$ cat src/rtl/mpc_prod_accum.sv
// Streaming dot-product accumulator behind the MPC multiplier: sums products per vector, then rounds, rescales and clips to Q21.
// Optional output clipping is enabled by defining MPC_ACC_SAT_EN; otherwise the result wraps.
module mpc_prod_accum #(
    parameter int unsigned PW        = 36,
    parameter int unsigned AW        = 44,
    parameter int unsigned OW        = 21,
    parameter int unsigned SHIFT     = 14,
    parameter int unsigned MAX_TERMS = 256
) (
    input  logic          clk,
    input  logic          rst,
    input  logic          ce,
    input  logic          in_valid,
    input  logic          in_last,
    input  logic [PW-1:0] in_p,
    output logic          out_valid,
    output logic [OW-1:0] out_data,
    output logic          out_sat,
    output logic          out_err,
    output logic          busy
);

    localparam int unsigned CW = $clog2(MAX_TERMS + 1);
    localparam logic signed [AW:0] HALF = (AW+1)'(1) << (SHIFT - 1);
    localparam logic signed [AW:0] OMAX = (AW+1)'((1 << (OW - 1)) - 1);
    localparam logic signed [AW:0] OMIN = ~OMAX;

    typedef enum logic {
        IDLE = 1'b0,
        ACC  = 1'b1
    } state_t;

    state_t               state;
    logic signed [AW-1:0] acc;
    logic [CW-1:0]        cnt;
    logic                 fin;
    logic                 err;

    logic                 first_c;
    logic                 term_c;
    logic signed [AW-1:0] sext_c;
    logic signed [AW:0]   rnd_c;
    logic signed [AW:0]   shf_c;
    logic [OW-1:0]        data_c;
    logic                 sat_c;

    // A fresh vector starts from zero so no stale sum carries over.
    always_comb begin
        first_c = (state == IDLE);
        term_c  = in_last || (cnt == CW'(MAX_TERMS - 1));
        sext_c  = {{(AW - PW){in_p[PW-1]}}, in_p};
    end

    // Round half-up at AW+1 bits, drop the fractional bits, then clip or wrap.
    always_comb begin
        rnd_c  = {acc[AW-1], acc} + HALF;
        shf_c  = rnd_c >>> SHIFT;
        data_c = OW'(shf_c);
        sat_c  = 1'b0;
`ifdef MPC_ACC_SAT_EN
        if (shf_c > OMAX) begin
            data_c = OW'(OMAX);
            sat_c  = 1'b1;
        end else if (shf_c < OMIN) begin
            data_c = OW'(OMIN);
            sat_c  = 1'b1;
        end
`endif
    end

    always_ff @(posedge clk) begin
        if (rst) begin
            state     <= IDLE;
            acc       <= '0;
            cnt       <= '0;
            fin       <= 1'b0;
            err       <= 1'b0;
            busy      <= 1'b0;
            out_valid <= 1'b0;
            out_data  <= '0;
            out_sat   <= 1'b0;
            out_err   <= 1'b0;
        end else if (ce) begin
            fin <= 1'b0;
            if (in_valid) begin
                acc <= (first_c ? '0 : acc) + sext_c;
                if (term_c) begin
                    state <= IDLE;
                    busy  <= 1'b0;
                    cnt   <= '0;
                    fin   <= 1'b1;
                    err   <= !in_last;
                end else begin
                    state <= ACC;
                    busy  <= 1'b1;
                    cnt   <= cnt + CW'(1);
                end
            end
            // Output stage consumes the sum finalised on the previous ce-edge.
            out_valid <= fin;
            if (fin) begin
                out_data <= data_c;
                out_sat  <= sat_c;
                out_err  <= err;
            end
        end
    end

endmodule

$ cat config.mk
export PLATFORM = sky130hd
export DESIGN_NAME = mpc_prod_accum
export DESIGN_NICKNAME = d
export VERILOG_FILES = /design/src/rtl/mpc_prod_accum.sv
export SDC_FILE = /design/constraint.sdc
export NUM_CORES = 1
export LEC_CHECK = 0
export BUFFER_PORTS_ARGS = -buffer_cell sky130_fd_sc_hd__buf_2
export CORE_MARGIN = 2
export CORE_UTILIZATION = 48
export CTS_CLUSTER_SIZE = 20
export DETAILED_ROUTE_END_ITERATION = 7
export PLACE_DENSITY = 0.72
export SYNTH_ARGS = -nofsm -noshare
export SYNTH_HDL_FRONTEND = slang
export SYNTH_SLANG_ARGS = --single-unit
$ cat constraint.sdc
create_clock -name clk -period 3.2 [get_ports clk]
set_input_delay 0.16 -clock clk [delete_from_list [all_inputs] [get_ports clk]]
set_output_delay 0.16 -clock clk [all_outputs]
set_load 0.01 [all_outputs]
Word-level counts from Yosys, hierarchy flattened --
Cells that the tools add are included.
Operators by class: $add $sub $neg 3, multipliers 0, div/mod/pow operators 0, order comparisons 0, eq/ne operators 1, shift operators 0, muxes and demuxes 5, bitwise operators 0, reduce and logical (&&, ||, !) cells 5
Operators with widths (count):
- 44-bit adder | 1
- 44-bit two-way mux | 1
- 35-bit by 15-bit adder with 35-bit output, second input constant | 1
- 9-bit by 1-bit adder with 9-bit output, second input constant | 1
- 9-bit by 8-bit == test with 1-bit output, second input constant | 1
- 9-bit two-way mux | 1
- 2-bit AND reduction | 2
- 1-bit two-way mux | 3
- 3-bit AND reduction | 1
- 1-bit zero test | 1
- 1-bit logical OR | 1
Storage, ports and cells: register bits 79, latch bits 0, RAM bits 0, bits in read-only memories 0, output and inout port bits 25, memories kept 0

Depth between registers and ports, before layout --
word-level depth 4, mapped depth 15

Least setup slack after synthesis --
OpenSTA, ideal clock, no wires.
kind register to register, start register state, end register acc[34], setup time 139 ps, arrival 2989 ps, required time 3061 ps, path slack 72 ps, cell stages (with the launch flop) 16, period minus slack after synthesis 3128 ps, cell sequence dfxtp_1 clkbuf_1 clkbuf_1 and2_1 ha_1 inv_1 fa_1 nor2b_1 o21ai_0 a21oi_1 o211ai_1 a21oi_1 nor2_1 a21o_1 a2111oi_0 nand3_1
Between the ends: longest elaborated chain between the ends 2
RTL lines:
- from (decl) | RTL line 33 | state_t state;
- from (signal assigned) | RTL line 73 | state <= IDLE;
- from (signal assigned) | RTL line 88 | state <= IDLE;
- from (signal assigned) | RTL line 94 | state <= ACC;
- 44-bit two-way mux | RTL line 86 | acc <= (first_c ? '0 : acc) + sext_c;
- 44-bit adder | RTL line 86
- to (signal assigned) | RTL line 86
- to (decl) | RTL line 34 | logic signed [AW-1:0] acc;
No other way between the ends. A chain may end at the register's enable or synchronous reset.

Worst setup path after layout --
start register state, end register acc[31]
Same word-level chain as after synthesis.

==> impl_metrics.csv <==
group,metric,value,unit
status,status,"finished clean",
grt,grt_pass1_vias,4777,
cts,cts_inserted_buffers,9,
placement,io_buffers,63,
critical_path,r2r_setup_slack,0.17,ns
logic_synthesis,yosysTopAreaCell,"dfxtp_1",
critical_path,rr_startpoint,"state$_SDFFE_PP0P_",
floorplanning,die_area,0.01134,sq mm
cts,path_clk_slew,0.08,ns
drt,highest_layer,"met4",
power_and_ir_drop,irDropWorstVdd,0.2101,mV
drt,antenna_left,0,
placement,dpl.hpwl,10160,um
logic_synthesis,ys_seq_area_share,27.78,%
grt,grt_max_degree,49,
logic_synthesis,synth_area,0.005044,sq mm
timing,setup_viol,0,
drt,wl_met2,6140,um
critical_path,reg2reg_depth,13,
hold_path,hold-path-cell-count,2,
logic_synthesis,synth.distinct_cells,58,
drt,first_pass_iters,5,
logic_synthesis,syn-num-nets,744,
drt,via_count,5051,
hold_path,hold_path.class,"primary input to flip-flop",
cells_and_area,area_delta_synth_final,15.46,%
logic_synthesis,syn_avg_cell_area,7.584,sq um
critical_path,cp.required,3.51,ns
floorplanning,core_area,0.01028,sq mm
drt,drcViolationCount,0,
logic_synthesis,ys.flop_type,"dfxtp_1",
power_and_ir_drop,p_leak,2.528,nW
drt,routed_wl,13660,um
floorplanning,die_y,106.5,um
timing,clock_skew,0.008399,ns
timing,rsz0062_at_grt,"false",
timing,fmax,329.9,MHz
critical_path,critPathMaxFanout,9,
timing,finalHoldViolations,0,
floorplanning,rows,37,
logic_synthesis,synth-seq-cells,70,
hold_path,hold_path.startpoint,"in_last",
timing,slew_viol_final,0,
floorplanning,ios,66,
logic_synthesis,ys_async_sr_fraction,0,%
critical_path,critPathArrivalTime,3.34,ns
cts,clockBufferDepth,2,
timing,tightest_slew,1.137,ns
logic_synthesis,synth_most_common_cell,"nand2_1",
cts,tritoncts_num_sinks,70,
grt,grt_overflow,0,
placement,gp_congestion,0.8762,
cells_and_area,nets,808,
cts,clk_latency,0.36,ns
floorplanning,die_w,106.5,um
floorplanning,initial_core_util,49.07,%
grt,antenna_found_initial,0,
hold_path,min_to,"err$_SDFFE_PP0P_",
timing,tns,0,ns
critical_path,path_class,"flip-flop to flip-flop",
logic_synthesis,synthCells,665,
cells_and_area,fin_util,56.66,%
cells_and_area,drive_gt1_share,15.94,%
logic_synthesis,yosys-top-cells-area,"dfxtp_1 (28%), ha_1 (9.2%), a21oi_1 (6.5%), nand2_1 (6.2%), xor2_1 (4.9%)",
critical_path,r2r_end,"acc[31]$_SDFFE_PP0P_",
logic_synthesis,synth_edf_count,0,
cts,hold_buffers,0,
drt,dr_wl_met3,854,um
drt,wire_per_inst,15.70,um
timing,min_period,3.031,ns
drt,drt-met1-wl,6342,um
critical_path,worstSetupStartpointType,"flip-flop",
cells_and_area,antenna_cells,0,
grt,grt.total_usage,24.79,%
drt,vias_per_cell,5.806,
power_and_ir_drop,power_density,356.3,mW/mm^2
power_and_ir_drop,p_total,2.075,mW
timing,period_share,94.73,%
cts,cts_root_buffer,"clkbuf_8",
critical_path,critPathCaptureType,"flip-flop",
timing,maxSlewHeadroom,23.92,%
logic_synthesis,synth_top_cell_area_share,27.78,%
flow_run,drv_cap,0,
logic_synthesis,synth_warnings,0,
logic_synthesis,synth.cells.most_frequent,"nand2_1 (83), dfxtp_1 (70), a21oi_1 (66)",
cts,cts_tree,"yes",
grt,grt_pass1_wl,22580,um
cts,cts_htree_levels,3,
drt,drtIter0Drc,353,
-- per-layer routing --
| layer | vias to the layer above | GRT usage (%) |
|---|---|---|
| met2 | 173 | 40.20 |
| met5 | - | 0 |
| met3 | 28 | 4.966 |
| li1 | 2498 | - |
| met1 | 2352 | 33.03 |
| met4 | 0 | 8.163 |
-- report_power, final --
part,internal [mW],switching (mW),total (mW),leakage (nW)
Combinational,0.130,0.198,0.328,1.85
Clock,0.462,0.345,0.807,0.104
Sequential,0.906,0.0341,0.940,0.570
Total,1.50,0.577,2.07,2.53
-- how the worst max path moves through the flow --
| stage | start | endpoint | cells after the start |
|---|---|---|---|
| 3_5_place_dp | state$_SDFFE_PP0P_ | acc[29]$_SDFFE_PP0P_ | 11 |
| 4_1_cts | state$_SDFFE_PP0P_ | acc[29]$_SDFFE_PP0P_ | 11 |
| 3_3_place_gp | state$_SDFFE_PP0P_ | acc[29]$_SDFFE_PP0P_ | 11 |
| 5_1_grt | state$_SDFFE_PP0P_ | acc[32]$_SDFFE_PP0P_ | 14 |
| 2_1_floorplan | state$_SDFFE_PP0P_ | acc[34]$_SDFFE_PP0P_ | 15 |
| 6_report | state$_SDFFE_PP0P_ | acc[31]$_SDFFE_PP0P_ | 13 |
-- cell usage in the layout, fill, tap and decap left out, types with 4 or more instances in the layout --
cell | Yosys | layout
or3_1 | 4 | 4
ha_1 | 37 | 37
o21ai_0 | 30 | 29
nor2b_1 | 7 | 7
nor2_1 | 62 | 61
nand3_1 | 27 | 27
a211oi_1 | 27 | 25
or4_1 | 4 | 4
inv_1 | 13 | 13
nand2_1 | 83 | 83
buf_4 | 1 | 23
nand2b_1 | 8 | 8
o211ai_1 | 5 | 5
a21oi_1 | 66 | 64
nand4_1 | 7 | 7
nand3b_1 | 4 | 4
buf_2 | 2 | 63
o21bai_1 | 5 | 5
dfxtp_1 | 70 | 70
a21o_1 | 17 | 17
and2_1 | 38 | 38
xnor2_1 | 16 | 16
xor2_1 | 28 | 28
nor3_1 | 20 | 20
clkbuf_8 | 0 | 10
and3_1 | 9 | 9
-- cell type report --
type                       count  area (sq um)
fill                         970          4454
clock inverter                 3         67.56
timing repair buffer          86         488.0
multi-input combinational    549          3498
tap                          136         170.2
sequential                    70          1401
clock buffer                  13         148.9
inverter                      13         48.80
-- what timing repair did --
item                                    in CTS  in global routing
endpoints found under the setup margin       0                  3
gates resized for setup                      0                 10
setup buffers                                0                  1
-- per-stage QoR --
| step | setup WS [ns] | instance area [sq um] | hold slack, ns | std cells |
|---|---|---|---|---|
| 2_1_floorplan | 0.07221 | 5044 | 0.2566 | 665 |
| 3_3_place_gp | 0.1262 | 5564 | 0.4001 | 853 |
| 3_5_place_dp | 0.1408 | 5564 | 0.4004 | 853 |
| 4_1_cts | 0.1082 | 5781 | 0.02774 | 869 |
| 5_1_grt | 0.02390 | 5823 | 0.05245 | 870 |
| 6_report | 0.1688 | 5823 | 0.03914 | 870 |
-- worst max-delay path: stages (launching register included) --
cell,delay [ns]
dfxtp_1,0.33
buf_4,0.16
nand2_1,0.10
inv_1,0.05
ha_1,0.26
a21o_1,0.12
a21oi_2,0.07
o211a_4,0.26
o41ai_4,0.42
a31oi_2,0.20
o31ai_4,0.39
a221oi_2,0.12
or4_1,0.42
nand3_1,0.08
-- sequential cells by signal (all words and copies together) (netlist names) --
signal	cells
out_valid	1
out_data	21
fin	1
err	1
cnt	9
state	1
out_err	1
acc	35
-- kinds of logic after synthesis --
family,Yosys count,share of synthesized area [%]
other,1,0.07435
buffers and inverters,46,3.548
AO/OA/AOI/OAI,183,24.09
XOR/XNOR,44,7.641
adder cells (fa/ha/maj),38,9.576
AND/OR/NAND/NOR,282,27.09
flip-flops,70,27.78
multiplexers,1,0.1985
Power figures use the tool's default switching activity.
